### src/rtl/kalman_step_sequencer.sv
// Kalman step sequencer: averages plant output samples over a 2^LOG2_AVG
// window, then drives one prediction/update round of the state-equation stage
// with held U/Y values, tracking completed steps and error conditions.
//
// state    | meaning
// ---------+------------------------------------------------------------
// S_IDLE   | waiting for a pending averaged window
// S_PRED   | U/Y loaded, Start_Prediction asserted for one enabled cycle
// S_WAIT_P | waiting for ready_Prediction, wait counter running
// S_UPD    | Start_Update asserted for one enabled cycle
// S_WAIT_U | waiting for ready_Update, wait counter running
// S_DONE   | step_done asserted, step_count advances on exit
// S_ERR    | ready timeout seen; absorbing until reset
module kalman_step_sequencer #(
   parameter int WIDTH    = 16,
   parameter int noo      = 2,
   parameter int noi      = 2,
   parameter int LOG2_AVG = 2,
   parameter int TIMEOUT  = 1023
) (
   input  logic             clk,
   input  logic             reset,
   input  logic             clk_en,
   input  logic             sample_valid,
   input  logic [WIDTH-1:0] Y_in [0:noo-1],
   input  logic [WIDTH-1:0] U_in [0:noi-1],
   input  logic             ready_Prediction,
   input  logic             ready_Update,
   output logic             Start_Prediction,
   output logic             Start_Update,
   output logic [WIDTH-1:0] U [0:noi-1],
   output logic [WIDTH-1:0] Y [0:noo-1],
   output logic             busy,
   output logic             step_done,
   output logic             overrun,
   output logic             timeout_err,
   output logic [15:0]      step_count
);

   localparam int AW = WIDTH + LOG2_AVG;
   // A zero-width window counter is not legal, so keep at least one bit.
   localparam int CW = (LOG2_AVG > 0) ? LOG2_AVG : 1;
   localparam int WW = (TIMEOUT > 1) ? $clog2(TIMEOUT + 1) : 1;
   localparam logic [CW-1:0] WIN_LAST  = CW'((1 << LOG2_AVG) - 1);
   localparam logic [WW-1:0] WAIT_LAST = WW'(TIMEOUT - 1);

   typedef enum logic [2:0] {
      S_IDLE,
      S_PRED,
      S_WAIT_P,
      S_UPD,
      S_WAIT_U,
      S_DONE,
      S_ERR
   } state_t;

   state_t state_q, state_d;

   logic signed [AW-1:0] lane     [noo];
   logic signed [AW-1:0] lane_sum [noo];
   logic [CW-1:0]        win_cnt;
   logic                 win_done;
   logic [WIDTH-1:0]     y_pend [noo];
   logic [WIDTH-1:0]     u_pend [noi];
   logic                 pend_valid;

   logic [WW-1:0]        wait_cnt;
   logic                 take;
   logic                 wait_clr;
   logic                 wait_inc;
   logic                 wait_expired;
   logic                 step_inc;

   // Lane sums including the current sample, sign-extended to the lane width.
   always_comb begin
      win_done = sample_valid && (win_cnt == WIN_LAST);
      for (int i = 0; i < noo; i++) begin
         lane_sum[i] = lane[i] + AW'(signed'(Y_in[i]));
      end
   end

   // Window accumulator and pending buffer; independent of the FSM state.
   always_ff @(posedge clk) begin
      if (reset) begin
         win_cnt    <= '0;
         pend_valid <= 1'b0;
         overrun    <= 1'b0;
         for (int i = 0; i < noo; i++) begin
            lane[i]   <= '0;
            y_pend[i] <= '0;
         end
         for (int j = 0; j < noi; j++) begin
            u_pend[j] <= '0;
         end
      end else if (clk_en) begin
         if (sample_valid) begin
            if (win_done) begin
               win_cnt <= '0;
               for (int i = 0; i < noo; i++) begin
                  lane[i]   <= '0;
                  y_pend[i] <= WIDTH'(lane_sum[i] >>> LOG2_AVG);
               end
               for (int j = 0; j < noi; j++) begin
                  u_pend[j] <= U_in[j];
               end
            end else begin
               win_cnt <= win_cnt + CW'(1);
               for (int i = 0; i < noo; i++) begin
                  lane[i] <= lane_sum[i];
               end
            end
         end
         // A window landing on the same edge the FSM drains the buffer is
         // simply the next pending entry, not an overrun.
         if (win_done) begin
            pend_valid <= 1'b1;
            if (pend_valid && !take) begin
               overrun <= 1'b1;
            end
         end else if (take) begin
            pend_valid <= 1'b0;
         end
      end
   end

   // FSM state register.
   always_ff @(posedge clk) begin
      if (reset) begin
         state_q <= S_IDLE;
      end else if (clk_en) begin
         state_q <= state_d;
      end
   end

   // Next-state decode and Moore outputs; pulses last one enabled cycle
   // because they follow the registered state.
   always_comb begin
      state_d          = state_q;
      take             = 1'b0;
      wait_clr         = 1'b0;
      wait_inc         = 1'b0;
      wait_expired     = 1'b0;
      step_inc         = 1'b0;
      Start_Prediction = 1'b0;
      Start_Update     = 1'b0;
      step_done        = 1'b0;
      busy             = 1'b0;
      case (state_q)
         S_IDLE: begin
            if (pend_valid) begin
               take    = 1'b1;
               state_d = S_PRED;
            end
         end
         S_PRED: begin
            busy             = 1'b1;
            Start_Prediction = 1'b1;
            wait_clr         = 1'b1;
            state_d          = S_WAIT_P;
         end
         S_WAIT_P: begin
            busy = 1'b1;
            if (ready_Prediction) begin
               state_d = S_UPD;
            end else if (wait_cnt == WAIT_LAST) begin
               wait_expired = 1'b1;
               state_d      = S_ERR;
            end else begin
               wait_inc = 1'b1;
            end
         end
         S_UPD: begin
            busy         = 1'b1;
            Start_Update = 1'b1;
            wait_clr     = 1'b1;
            state_d      = S_WAIT_U;
         end
         S_WAIT_U: begin
            busy = 1'b1;
            if (ready_Update) begin
               state_d = S_DONE;
            end else if (wait_cnt == WAIT_LAST) begin
               wait_expired = 1'b1;
               state_d      = S_ERR;
            end else begin
               wait_inc = 1'b1;
            end
         end
         S_DONE: begin
            busy      = 1'b1;
            step_done = 1'b1;
            step_inc  = 1'b1;
            state_d   = S_IDLE;
         end
         S_ERR: begin
            state_d = S_ERR;
         end
         default: begin
            state_d = S_IDLE;
         end
      endcase
   end

   // Ready wait counter, timeout flag and completed-step counter.
   always_ff @(posedge clk) begin
      if (reset) begin
         wait_cnt    <= '0;
         timeout_err <= 1'b0;
         step_count  <= '0;
      end else if (clk_en) begin
         if (wait_clr) begin
            wait_cnt <= '0;
         end else if (wait_inc) begin
            wait_cnt <= wait_cnt + WW'(1);
         end
         if (wait_expired) begin
            timeout_err <= 1'b1;
         end
         if (step_inc) begin
            step_count <= step_count + 16'd1;
         end
      end
   end

   // Held U/Y for the state-equation stage; only reloaded when a step starts.
   always_ff @(posedge clk) begin
      if (reset) begin
         for (int i = 0; i < noo; i++) begin
            Y[i] <= '0;
         end
         for (int j = 0; j < noi; j++) begin
            U[j] <= '0;
         end
      end else if (clk_en && take) begin
         for (int i = 0; i < noo; i++) begin
            Y[i] <= y_pend[i];
         end
         for (int j = 0; j < noi; j++) begin
            U[j] <= u_pend[j];
         end
      end
   end

endmodule

### config.mk
export PLATFORM = sky130hd
export DESIGN_NAME = kalman_step_sequencer
export DESIGN_NICKNAME = d
export VERILOG_FILES = /design/src/rtl/kalman_step_sequencer.sv
export SDC_FILE = /design/constraint.sdc
export NUM_CORES = 1
export LEC_CHECK = 0
export BUFFER_PORTS_ARGS = -buffer_cell sky130_fd_sc_hd__buf_2
export CELL_PAD_IN_SITES_DETAIL_PLACEMENT = 1
export CELL_PAD_IN_SITES_GLOBAL_PLACEMENT = 1
export CORE_MARGIN = 4
export CORE_UTILIZATION = 40
export DETAILED_ROUTE_END_ITERATION = 12
export HOLD_SLACK_MARGIN = 0.03
export PLACE_DENSITY_LB_ADDON = 0.1
export SYNTH_ARGS = -nofsm -noshare
export SYNTH_HDL_FRONTEND = slang
export SYNTH_SLANG_ARGS = --single-unit
### constraint.sdc
create_clock -name clk -period 3 [get_ports clk]
set_input_delay 0.15 -clock clk [delete_from_list [all_inputs] [get_ports clk]]
set_output_delay 0.15 -clock clk [all_outputs]
set_load 0.01 [all_outputs]
# Yosys cells after proc, flatten, opt, wreduce, memory -nomap -nowiden
# Memory sizes are Yosys's and may differ from the RTL's. A register that Yosys moved wholly into a read port is not among the register bits.
# Cells that the tools add are included.
dict set report op_classes {
  addsub 5
  n_eq_ne 9
  mux 45
  bitwise_logic 8
  n_reduce_logical 16
}
# operator count
set op_table {}
lappend op_table {{two-way mux 18 bit} 4}
lappend op_table {{two-way mux 16 bit} 4}
lappend op_table {{adder 18 x 16 -> 18 bit} 2}
lappend op_table {{two-way mux 1 bit} 27}
lappend op_table {{two-way mux 10 bit} 2}
lappend op_table {{one-hot mux 3 bit (6 select lines)} 1}
lappend op_table {{adder 16 x 1 -> 16 bit, second input constant} 1}
lappend op_table {{two-way mux 3 bit} 4}
lappend op_table {{AND reduction 2 bit} 6}
lappend op_table {{adder 10 x 1 -> 10 bit, second input constant} 1}
lappend op_table {{equality test 10 bit, second input constant} 1}
lappend op_table {{equality test 3 bit, second input constant} 3}
lappend op_table {{OR 1 bit} 8}
lappend op_table {{equality test 3 x 2 -> 1 bit, second input constant} 2}
lappend op_table {{OR reduction 5 bit} 1}
lappend op_table {{one-hot mux 1 bit (2 select lines)} 2}
lappend op_table {{nonzero test 2 bit} 2}
lappend op_table {{equality test 3 x 1 -> 1 bit, second input constant} 1}
lappend op_table {{logical AND 1 bit} 3}
lappend op_table {{zero test 3 bit} 1}
lappend op_table {{AND reduction 3 bit} 1}
lappend op_table {{adder 2 x 1 -> 2 bit, second input constant} 1}
lappend op_table {{equality test 2 bit, second input constant} 1}
lappend op_table {{two-way mux 2 bit} 1}
lappend op_table {{3 further kinds} 3}
dict set report word_totals {
  reg_bits 34
  mem_bits_rw 100
  in_bits 70
  output_inout_bits 86
  wordCells 93
  memories 3
}
# name words width read_ports rd_clocked_by_memory_dff write_ports line_no
set memory_table {}
lappend memory_table {lane 2 18 2 0 2 59} ;# logic signed [AW-1:0] lane [noo];
lappend memory_table {u_pend 2 16 2 2 2 64} ;# logic [WIDTH-1:0] u_pend [noi];
lappend memory_table {y_pend 2 16 2 2 2 63} ;# logic [WIDTH-1:0] y_pend [noo];

# Longest topological paths before layout
# Gate-level depths: netlist (run 1).
dict set report depth {
  word_depth 9
  mapped_depth 9
  mapped_depth_nobuf 9
}

# Least setup slack after synthesis (run 1)
# OpenSTA, ideal clock, no wires.
dict set report synth_path {
  kind {input to register}
  from {input port reset}
  to {memory u_pend[0][0] (enable)}
  arrival_ps 2291
  setup_slack_ps 276
  path_stages 3
  n_path_buf 2
  cell_sequence {clkbuf_1 > clkbuf_1 > nand2b_1}
}
# element line_no
set synth_rtl {}
lappend synth_rtl {{start: declaration} 22} ;# input logic reset,
lappend synth_rtl {{end: declaration} 64}

==> tab_implementation.tex, run 1 <==
\begin{tabular}{lr}
\hline
Metric & Value \\
\hline
\multicolumn{2}{l}{\textbf{Drt}} \\
\quad WL final & around 24 mm \\
\quad Antenna Violating Nets Remaining & 0 \\
\quad Mean number of vias per cell & 5.19 \\
\quad Total vias in the final route & a little over 7000 \\
\quad Number of iterations in the first detailed-routing pass & 5 \\
\quad Post-detailed-route wirelength per cell & 17.2 um \\
\quad Count of routing violations after the opening detailed-route iteration & 357 \\
\quad Final routed DRC violation total & 0 \\
\multicolumn{2}{l}{\textbf{Setup path}} \\
\quad Startpoint class of the critical path & flip-flop \\
\quad Data required time of the critical path & 3310 ps \\
\quad Destination of the worst register-to-register timing path & y\_pend[0][12] \\
\quad Endpoint type of the worst setup path & flip-flop \\
\quad CP max FO & 4 \\
\quad Arr. time, crit path & about 2700 ps \\
\quad Capturing instance or port of the critical path & y\_pend[0][12] \\
\quad Number of cells on the worst reg-to-reg path & 9 \\
\quad Crit Path Category & flip-flop to flip-flop \\
\quad Worst flop-to-flop path startpoint & lane[0][0] \\
\quad Critical Path Source & lane[0][0] \\
\quad Internal reg-to-reg setup slack & 570 ps \\
\multicolumn{2}{l}{\textbf{CTS}} \\
\quad CTS sink count & 198 \\
\quad Post-cts resize count & 0 \\
\quad Longest Clk Path Bufs & 2 \\
\quad Clk root buf & clkbuf\_16 \\
\quad Clock Latency Late Sink & 440 ps \\
\quad Clock slew seen by the registers of the worst setup and hold paths & 80 ps \\
\quad CTS tree & done \\
\quad Number of CTS-inserted buffers & 17 \\
\quad H-tree depth reported by CTS & 4 \\
\quad Setup fix buffers added after clock tree synthesis & 0 \\
\multicolumn{2}{l}{\textbf{Power}} \\
\quad Cell area power density & 529 nW/um\^{}2 \\
\quad Standby leakage power & around 4.6 nW \\
\quad Worst ir drop on vdd & 0.417 mV \\
\quad Clock share of power & 39.6\% \\
\quad Total power after layout & just under 6 mW \\
\quad Switching share of total power & 26.7\% \\
\quad Internal portion of total power & 4.28 mW \\
\quad Power share of the combinational group & 10.3\% \\
\quad Switching power of the nets & roughly 1.6 mW \\
\quad Share of total power in sequential cells & 50.1\% \\
\multicolumn{2}{l}{\textbf{Yosys}} \\
\quad Asr flop ratio synth & 0\% \\
\quad Portion of netlist area occupied by mux cells & 0.331\% \\
\quad Part of the Yosys area used for sequential elements & 54.7\% \\
\quad Main combinational cell family by area after synthesis & simple AND/OR/NAND/NOR gates \\
\quad Post-Synthesis Net Count & 1023 \\
\quad Synth Area in Adders & under 10\% \\
\quad Xor-xnor portion of the synthesized cell area & 3.67\% \\
\quad Synthesis-stage register bit count & 198 \\
\quad Synth unique cells & 63 \\
\quad Number of warnings printed during yosys synthesis & 0 \\
\quad Number of enable-type register cells in the synthesized netlist & 100 \\
\quad Average instance area after synthesis & between 9 and 10 sq um \\
\quad Simple logic cell fraction of the synthesized area & between 20\% and 30\% \\
\quad Fraction of the mapped netlist area in compound gates & 12.7\% \\
\quad Top FF cell, synth & edfxtp\_1 \\
\quad Cell area after synthesis & 9070 sq um \\
\quad Synth Instances & 913 \\
\multicolumn{2}{l}{\textbf{Timing}} \\
\quad RSZ-0062 raised after global routing & no \\
\quad Maximum operating frequency & 412 MHz \\
\quad Final count of negative-setup-slack endpoints & 0 \\
\quad Worst slack on hold paths & approximately 110 ps \\
\quad Post-route setup slack & roughly 570 ps \\
\quad Transition time at the pin with the least slew margin & 808 ps \\
\quad Clock Skews & 16.9 ps \\
\quad Max-slew violations & 0 \\
\quad Slew margin rel. & between 40\% and 50\% \\
\quad Crit path time final & 2430 ps \\
\quad Final Hold Fails & 0 \\
\quad Total Negative Setup Slacks & 0 ps \\
\quad Final period utilization & 80.9\% \\
\multicolumn{2}{l}{\textbf{Global route}} \\
\quad GRT Util Overall & 19.0\% \\
\quad Wire length of the first global-routing pass & between 30 and 40 mm \\
\quad Initial antenna violation count & 0 \\
\quad Pin count of the biggest net entering global routing & 66 \\
\quad Sum of overflow across all layers after global routing & 0 \\
\quad Number of global-route vias before repair & approximately 7300 \\
\multicolumn{2}{l}{\textbf{Status}} \\
\quad Run status & finished clean \\
\multicolumn{2}{l}{\textbf{Placement}} \\
\quad Number of I/O port buffers & 155 \\
\quad Area of placed instances & 10100 sq um \\
\quad Final RePlAce weighted congestion & about 0.79 \\
\quad Detail Placement HPWL & 15.8 mm \\
\quad Placed Cells & 1311 \\
\quad Post-placement setup slack & 606 ps \\
\multicolumn{2}{l}{\textbf{Floorplanning}} \\
\quad Num ports & 156 \\
\quad Core area & 22100 sq um \\
\quad Die H & 159 um \\
\quad Total die area & $\sim$25000 sq um \\
\quad Std cell rows & 54 \\
\quad Width of the die & 159 um \\
\quad Starting density of the core & about two fifths \\
\multicolumn{2}{l}{\textbf{Final layout}} \\
\quad Fill cell count & 2495 \\
\quad Non-filler instance count after layout & 1377 \\
\quad Synthesis-to-layout area growth & 21.8\% \\
\quad Total number of nets in the final design & 1193 \\
\quad Fraction of final layout cells sized beyond drive strength 1 & 20.1\% \\
\quad Final Core Density & 50.0\% \\
\quad Design Area, Final & 11000 sq um \\
\multicolumn{2}{l}{\textbf{Min path}} \\
\quad Tightest Hold Check Type & primary input to flip-flop \\
\multicolumn{2}{l}{\textbf{Job}} \\
\quad Number of violations of the max-capacitance limit & 0 \\
\hline
\end{tabular}
## sequential cells by signal (all words and copies together), names as in the netlist, 2 cells and up
signal      flops
lane           36
U              32
Y              32
u_pend         32
y_pend         32
step_count     16
wait_cnt       10
state_q         3
win_cnt         2
## worst max-delay path: stages, from the launching register on
cell and delay (ps):
edfxtp_1 340, ha_1 160, inv_1 60, fa_1 420, nor2b_1 170, o2111ai_1 160, a21boi_2 290, nor4b_2 110
or4_1 520, nand2_1 70
## cell usage after synthesis, types with 14 or more instances
library cell	instances	area share, %
ha_1	38	5.2
nor3_1	19	1.0
a21oi_1	100	5.5
nand3_1	16	0.88
dfxtp_1	98	22
xor2_1	26	2.5
nor2_1	78	3.2
clkbuf_1	29	1.2
nand2_1	168	7.0
a21o_1	16	1.3
edfxtp_1	100	33
o21ai_0	14	0.77
and2_1	42	2.9
## per-layer routing
metal	wire, um	vias up	part of all wire, %	GRT usage (%)
met3	813	20	3.4	3.18
met1	11600	3439	49	26.2
met4	310	0	1.3	5.12
li1	-	3551	-	-
met2	11000	132	46	31.1
met5	0	-	0	0
## what timing repair did
item / CTS / global route
setup endpoints to repair: 0 / 0
hold buffers: 33 / 0
endpoints found under the hold margin: 33 / 0
## cell families after synthesis
logic type                 Yosys count
muxes                                3
DFF                                198
and+or+nand+nor                    391
xor gates and xnor gates            38
adders and majority gates           40
buffers and inverters               58
AOI/OAI and AO/OA                  185
## how the worst min path moves through the flow
stage	from	to	slack [ps]	cells after the start
CTS	clk_en	state_q[2]	90	2
floorplan	sample_valid	win_cnt[1]	310	2
detailed placement	U_in[24]	u_pend[0][8]	430	2
global placement	U_in[24]	u_pend[0][8]	430	2
finish	clk_en	state_q[2]	110	2
global route	Y_in[16]	lane[0][0]	120	3
## power groups by stage
stage	clock, mW	combinational, mW	sequential (mW)
detailed placement	0	0.568	2.99
floorplan	0	0.397	2.99
finish	2.31	0.603	2.93
CTS	2.39	0.608	2.93
global route	2.50	0.680	2.94
global placement	0	0.562	2.99
## cells in the final DEF (no fill, tap or decap), types with 8 or more instances in the layout
| cell type | n |
|---|---|
| nor3_1 | 19 |
| inv_1 | 12 |
| nor2b_1 | 9 |
| and2_1 | 42 |
| xnor2_1 | 12 |
| dfxtp_1 | 98 |
| xor2_1 | 26 |
| a21oi_1 | 100 |
| nor3b_1 | 12 |
| o21ai_0 | 14 |
| nand4_1 | 12 |
| nor2_1 | 77 |
| and3_1 | 8 |
| edfxtp_1 | 100 |
| dlygate4sd3_1 | 33 |
| ha_1 | 38 |
| buf_2 | 154 |
| nand3_1 | 15 |
| buf_4 | 9 |
| a21o_1 | 16 |
| clkbuf_16 | 17 |
| nand2_1 | 168 |
## final cells by class
class                   count  area (sq um)  share of cell area, %
diodes                      1          2.50                 0.0227
flip-flops and latches    198          4960                   45.0
clock inverters            15           181                   1.64
repair buffers            197          1190                   10.8
clock buffers              17           425                   3.85
well taps                 280           350                   3.17
multi-input cells         657          3880                   35.2
inverters                  12          45.0                  0.408
No activity file was read; power rests on OpenSTA's default activity.
==> inputs of run 2 (changes only) <==
clock period = 2.34 ns   (was 3 ns; I/O delays follow)
==> tab_implementation.tex, run 2 (synthesis results as in run 1) <==
\begin{tabular}{lr}
\hline
Metric & Value \\
\hline
\multicolumn{2}{l}{\textbf{Status}} \\
\quad Run status & finished clean \\
\multicolumn{2}{l}{\textbf{CTS}} \\
\quad CTS sink count & 198 \\
\quad H-tree depth reported by CTS & 4 \\
\quad Clock Latency Late Sink & 440 ps \\
\quad CTS tree & done \\
\quad Clock slew seen by the registers of the worst setup and hold paths & around 70 ps \\
\quad Clk root buf & clkbuf\_16 \\
\quad Number of CTS-inserted buffers & 17 \\
\quad Longest Clk Path Bufs & 2 \\
\multicolumn{2}{l}{\textbf{Timing}} \\
\quad Max-slew violations & 0 \\
\quad Final count of negative-setup-slack endpoints & 0 \\
\quad Crit path time final & 2260 ps \\
\quad Clock Skews & 17.1 ps \\
\quad Post-route setup slack & 83.4 ps \\
\quad Final Hold Fails & 0 \\
\quad RSZ-0062 raised after global routing & yes \\
\quad Worst slack on hold paths & 118 ps \\
\quad Transition time at the pin with the least slew margin & 546 ps \\
\quad Total Negative Setup Slacks & 0 ps \\
\quad Maximum operating frequency & 443 MHz \\
\quad Slew margin rel. & 63.6\% \\
\quad Final period utilization & 96.4\% \\
\multicolumn{2}{l}{\textbf{Drt}} \\
\quad Number of iterations in the first detailed-routing pass & 4 \\
\quad Total vias in the final route & 7252 \\
\quad Post-detailed-route wirelength per cell & 17.2 um \\
\quad WL final & between 20 and 25 mm \\
\quad Antenna Violating Nets Remaining & 0 \\
\quad Count of routing violations after the opening detailed-route iteration & 290 \\
\quad Mean number of vias per cell & 5.18 \\
\quad Final routed DRC violation total & 0 \\
\multicolumn{2}{l}{\textbf{Setup path}} \\
\quad Data required time of the critical path & 2640 ps \\
\quad Endpoint type of the worst setup path & flip-flop \\
\quad Destination of the worst register-to-register timing path & y\_pend[0][12] \\
\quad Internal reg-to-reg setup slack & 80 ps \\
\quad CP max FO & 4 \\
\quad Largest delay share family, worst path & simple AND/OR/NAND/NOR gates \\
\quad Crit Path Category & flip-flop to flip-flop \\
\quad Worst flop-to-flop path startpoint & lane[0][0] \\
\quad Crit path depth & 9 \\
\quad Cell Chain, Critical Path & ha\_2 -> inv\_2 -> fa\_2 -> nor2b\_4 -> o2111ai\_2 -> a21boi\_2 -> nor4b\_2 -> or4\_1 -> nand2\_1 \\
\quad Number of cells on the worst reg-to-reg path & 9 \\
\quad Arr. time, crit path & 2560 ps \\
\quad Worst stage delay on the critical path & 510 ps \\
\quad Startpoint class of the critical path & flip-flop \\
\quad Critical path's slowest cell & or4\_1 \\
\quad Buffer and inverter count on the worst path & 1 \\
\multicolumn{2}{l}{\textbf{Placement}} \\
\quad Final RePlAce weighted congestion & 0.766 \\
\quad Post-placement setup slack & -52.1 ps \\
\quad Number of I/O port buffers & 155 \\
\quad Detail Placement HPWL & 16.6 mm \\
\multicolumn{2}{l}{\textbf{Final layout}} \\
\quad Register ranked first by flip-flop count & lane \\
\quad Fill cell count & 2505 \\
\quad Most frequent cells in the layout & nand2\_1 (168), buf\_2 (155), edfxtp\_1 (100), dfxtp\_1 (98), a21oi\_1 (94) \\
\quad Max reg flops & 36 \\
\quad Final Core Density & a little over 50\% \\
\quad Area occupied by multi-input gates & 4030 sq um \\
\quad Sequential cell area & 4960 sq um \\
\quad Most frequent standard cell in the layout excluding fill and tap cells & nand2\_1 \\
\quad Total number of nets in the final design & between 1000 and 1500 \\
\quad Fraction of final layout cells sized beyond drive strength 1 & 23.9\% \\
\quad Synthesis-to-layout area growth & 25.8\% \\
\quad Ant. Diodes & 0 \\
\multicolumn{2}{l}{\textbf{Global route}} \\
\quad Pin count of the biggest net entering global routing & 47 \\
\quad Wire length of the first global-routing pass & 38.9 mm \\
\quad GRT Util Overall & 19.6\% \\
\quad Sum of overflow across all layers after global routing & 0 \\
\quad Initial antenna violation count & 0 \\
\quad Number of global-route vias before repair & 7402 \\
\multicolumn{2}{l}{\textbf{Floorplanning}} \\
\quad Total die area & 25100 sq um \\
\quad Std cell rows & 54 \\
\quad Core area & 22100 sq um \\
\quad Width of the die & 159 um \\
\quad Num ports & 156 \\
\quad Die H & 159 um \\
\quad Starting density of the core & 41.0\% \\
\multicolumn{2}{l}{\textbf{Power}} \\
\quad Worst ir drop on vdd & 0.506 mV \\
\quad Cell area power density & about 660 nW/um\^{}2 \\
\quad Standby leakage power & 4.70 nW \\
\multicolumn{2}{l}{\textbf{Min path}} \\
\quad Endpoint with the worst hold slack & lane[0][0] \\
\quad Hold Path Depth & 3 \\
\quad Tightest Hold Check Type & primary input to flip-flop \\
\quad Hold path startpoint & Y\_in[16] \\
\multicolumn{2}{l}{\textbf{Job}} \\
\quad Number of violations of the max-capacitance limit & 0 \\
\hline
\end{tabular}
## run 2: cell count changes in the layout (fill, tap and decap cells not counted), sizes merged
| cell | change |
|---|---|
| clkinv | -2 |
| buf | +22 |
| dlygate4sd3 | +2 |
| clkinvlp | +2 |
| diode | -1 |
## run 2: cell type report
class / count / share of cell area, %
multi-input cells: 657 / 35.3
clock inverters: 15 / 1.55
well taps: 280 / 3.07
clock buffers: 17 / 3.73
flip-flops and latches: 198 / 43.5
inverters: 12 / 0.395
repair buffers: 221 / 12.5
## run 2: tightest hold or removal path: stages
cell and delay [ps]:
buf_2 80, ha_2 140, and2_1 100
## run 2: layer usage
layer,share of wire [%],track usage (%),up-vias,wire [um]
met1,48,26.9,3494,11600
met4,0.93,4.67,0,224
li1,-,-,3603,-
met3,3.6,3.23,18,876
met2,48,32.4,137,11500
met5,0,0,-,0
## run 2: metrics by stage
step / cell area (sq um) / power, mW / cells
after floorplan: 9070 / 4.34 / 913
after global placement: 10300 / 4.59 / 1332
after detailed placement: 10300 / 4.60 / 1332
after CTS: 11300 / 7.63 / 1400
after global routing: 11400 / 7.91 / 1400
final: 11400 / 7.56 / 1400
## run 2: how the worst max path moves through the flow
| stage | start | to | slack (ps) |
|---|---|---|---|
| 2_1_floorplan | lane[0][0] | y_pend[0][12] | 200 |
| 3_3_place_gp | lane[0][0] | y_pend[0][12] | 10 |
| 3_5_place_dp | lane[0][0] | y_pend[0][12] | -50 |
| 4_1_cts | lane[0][19] | y_pend[0][31] | 20 |
| 5_1_grt | lane[0][10] | lane[0][17] | -20 |
| 6_report | lane[0][0] | y_pend[0][12] | 80 |
## run 2: what timing repair did
action / in CTS / in global routing
gates resized for setup: 3 / 29
setup endpoints to repair: 3 / 27
setup buffers: 1 / 0
hold buffers: 35 / 0
pin swaps: 1 / 9
hold endpoints to repair: 37 / 0
## run 2: where the power goes
group | internal, mW | total [mW] | switching (mW)
Sequential | 3.73 | 3.76 | 0.0313
Clock | 1.45 | 2.94 | 1.49
Combinational | 0.361 | 0.857 | 0.496
Total | 5.54 | 7.56 | 2.02
==> inputs of run 3 (changes only) <==
CTS_CLUSTER_SIZE = 40   (was not set)
clock period = 2.2 ns   (was 2.34 ns; I/O delays follow)
==> tab_implementation.tex, run 3 (synthesis results as in run 1) <==
\begin{tabular}{lr}
\hline
Metric & Value \\
\hline
\multicolumn{2}{l}{\textbf{Status}} \\
\quad Run status & finished, violations left \\
\quad Violated checks & negative setup slack \\
\multicolumn{2}{l}{\textbf{Timing}} \\
\quad Max-slew violations & 0 \\
\quad Total Negative Setup Slacks & -214 ps \\
\quad Final count of negative-setup-slack endpoints & 7 \\
\quad Transition time at the pin with the least slew margin & 669 ps \\
\quad Crit path time final & $\sim$2300 ps \\
\quad RSZ-0062 raised after global routing & yes \\
\quad Slew margin rel. & 55.4\% \\
\quad Maximum operating frequency & 441 MHz \\
\quad Worst slack on hold paths & 53.4 ps \\
\quad Post-route setup slack & -66.4 ps \\
\quad Final period utilization & 103\% \\
\quad Final Hold Fails & 0 \\
\quad Clock Skews & 20.1 ps \\
\multicolumn{2}{l}{\textbf{Final layout}} \\
\quad Final Core Density & $\sim$53\% \\
\quad Register ranked first by flip-flop count & lane \\
\quad Fraction of final layout cells sized beyond drive strength 1 & 28.2\% \\
\quad Area occupied by multi-input gates & approximately 4300 sq um \\
\quad Max reg flops & 36 \\
\quad Most frequent cells in the layout & nand2\_1 (167), buf\_2 (155), edfxtp\_1 (100), dfxtp\_1 (98), a21oi\_1 (90) \\
\quad Non-filler instance count after layout & 1416 \\
\quad Fill cell count & 2496 \\
\quad Sequential cell area & 4960 sq um \\
\quad Ant. Diodes & 0 \\
\quad Most frequent standard cell in the layout excluding fill and tap cells & nand2\_1 \\
\quad Synthesis-to-layout area growth & 30.2\% \\
\quad Total number of nets in the final design & 1233 \\
\multicolumn{2}{l}{\textbf{Floorplanning}} \\
\quad Std cell rows & 54 \\
\quad Die H & 159 um \\
\quad Total die area & 25100 sq um \\
\quad Num ports & 156 \\
\quad Width of the die & 159 um \\
\quad Core area & 22100 sq um \\
\quad Starting density of the core & 41.0\% \\
\multicolumn{2}{l}{\textbf{Global route}} \\
\quad Wire length of the first global-routing pass & 37.7 mm \\
\quad Number of global-route vias before repair & 7214 \\
\quad GRT Util Overall & 18.9\% \\
\quad Pin count of the biggest net entering global routing & 62 \\
\quad Sum of overflow across all layers after global routing & 0 \\
\quad Initial antenna violation count & 0 \\
\multicolumn{2}{l}{\textbf{Setup path}} \\
\quad Arr. time, crit path & 2550 ps \\
\quad Worst flop-to-flop path startpoint & lane[0][0] \\
\quad Internal reg-to-reg setup slack & -70 ps \\
\quad Crit Path Category & flip-flop to flip-flop \\
\quad Endpoint type of the worst setup path & flip-flop \\
\quad Number of cells on the worst reg-to-reg path & 10 \\
\quad CP max FO & 4 \\
\quad Data required time of the critical path & 2490 ps \\
\quad Destination of the worst register-to-register timing path & y\_pend[0][14] \\
\quad Startpoint class of the critical path & flip-flop \\
\multicolumn{2}{l}{\textbf{CTS}} \\
\quad Longest Clk Path Bufs & 2 \\
\quad CTS tree & done \\
\quad H-tree depth reported by CTS & 4 \\
\quad Clock slew seen by the registers of the worst setup and hold paths & 80 ps \\
\quad Clk root buf & clkbuf\_16 \\
\quad Clock Latency Late Sink & between 400 and 500 ps \\
\quad Number of CTS-inserted buffers & 17 \\
\quad CTS sink count & 198 \\
\multicolumn{2}{l}{\textbf{Power}} \\
\quad Standby leakage power & 4.84 nW \\
\quad Cell area power density & 694 nW/um\^{}2 \\
\quad Worst ir drop on vdd & 0.456 mV \\
\multicolumn{2}{l}{\textbf{Min path}} \\
\quad Endpoint with the worst hold slack & Y[15] \\
\quad Hold path startpoint & reset \\
\quad Hold Path Depth & 2 \\
\quad Tightest Hold Check Type & primary input to flip-flop \\
\multicolumn{2}{l}{\textbf{Drt}} \\
\quad Antenna Violating Nets Remaining & 0 \\
\quad Count of routing violations after the opening detailed-route iteration & 274 \\
\quad Post-detailed-route wirelength per cell & around 17 um \\
\quad Final routed DRC violation total & 0 \\
\quad Number of iterations in the first detailed-routing pass & 4 \\
\quad WL final & 24.2 mm \\
\quad Total vias in the final route & 7272 \\
\quad Mean number of vias per cell & 5.14 \\
\multicolumn{2}{l}{\textbf{Job}} \\
\quad Number of violations of the max-capacitance limit & 0 \\
\multicolumn{2}{l}{\textbf{Placement}} \\
\quad Placed Cells & 1339 \\
\quad Final RePlAce weighted congestion & 0.771 \\
\quad Detail Placement HPWL & 16.3 mm \\
\quad Number of I/O port buffers & between 150 and 200 \\
\hline
\end{tabular}
## run 3: worst max-delay path by stage
stage / to / slack, ps / start / cells after the start
6_report: y_pend[0][14] / -70 / lane[0][0] / 10
5_1_grt: y_pend[0][14] / -190 / lane[0][0] / 10
4_1_cts: y_pend[0][14] / -70 / lane[0][0] / 10
3_5_place_dp: y_pend[0][12] / -170 / lane[0][0] / 9
3_3_place_gp: y_pend[0][12] / -140 / lane[0][0] / 9
2_1_floorplan: y_pend[0][12] / 60 / lane[0][0] / 9
## run 3: area by class of cell
cell class / count / share of cell area (%)
multi-input cells: 657 / 36.2
inverters: 12 / 0.381
flip-flops and latches: 198 / 42.0
clock buffers: 17 / 3.60
well taps: 280 / 2.97
clock inverters: 15 / 1.56
repair buffers: 237 / 13.2
## run 3: timing repair
| item | CTS | global route |
|---|---|---|
| pin swaps | 8 | 25 |
| hold buffers | 33 | 0 |
| endpoints found under the hold margin | 33 | 0 |
| gates resized for setup | 18 | 64 |
| endpoints found under the setup margin | 19 | 42 |
| buffers inserted | 8 | 4 |
## run 3: critical path, stage by stage, from the launching register on
cell and delay, ps:
edfxtp_1 330, ha_2 180, inv_2 40, fa_2 360, nor2b_4 160, o2111ai_4 140
a21boi_4 210, buf_6 120, o211ai_1 150, a211o_1 340, nand2_1 80
## run 3: metrics by stage
step / worst slack (ps) / instance area [sq um] / total power [mW]
3_3_place_gp: -144 / 10400 / 4.90
6_report: -66.4 / 11800 / 8.20
3_5_place_dp: -172 / 10400 / 4.91
2_1_floorplan: 56.1 / 9070 / 4.61
5_1_grt: -192 / 11800 / 8.58
4_1_cts: -74.0 / 11500 / 8.19
## run 3: power by group
group	switching, mW	internal, mW
combinational	0.583	0.458
sequential	0.0344	3.96
clock	1.60	1.56
## run 3: layer usage
layer | vias to the layer above | track usage [%] | part of all wire, % | wire length [um]
met2 | 123 | 30.8 | 47 | 11400
met1 | 3506 | 26.3 | 48 | 11600
met4 | 0 | 3.98 | 0.88 | 213
li1 | 3626 | - | - | -
met3 | 17 | 3.64 | 3.6 | 881
met5 | - | 0 | 0 | 0
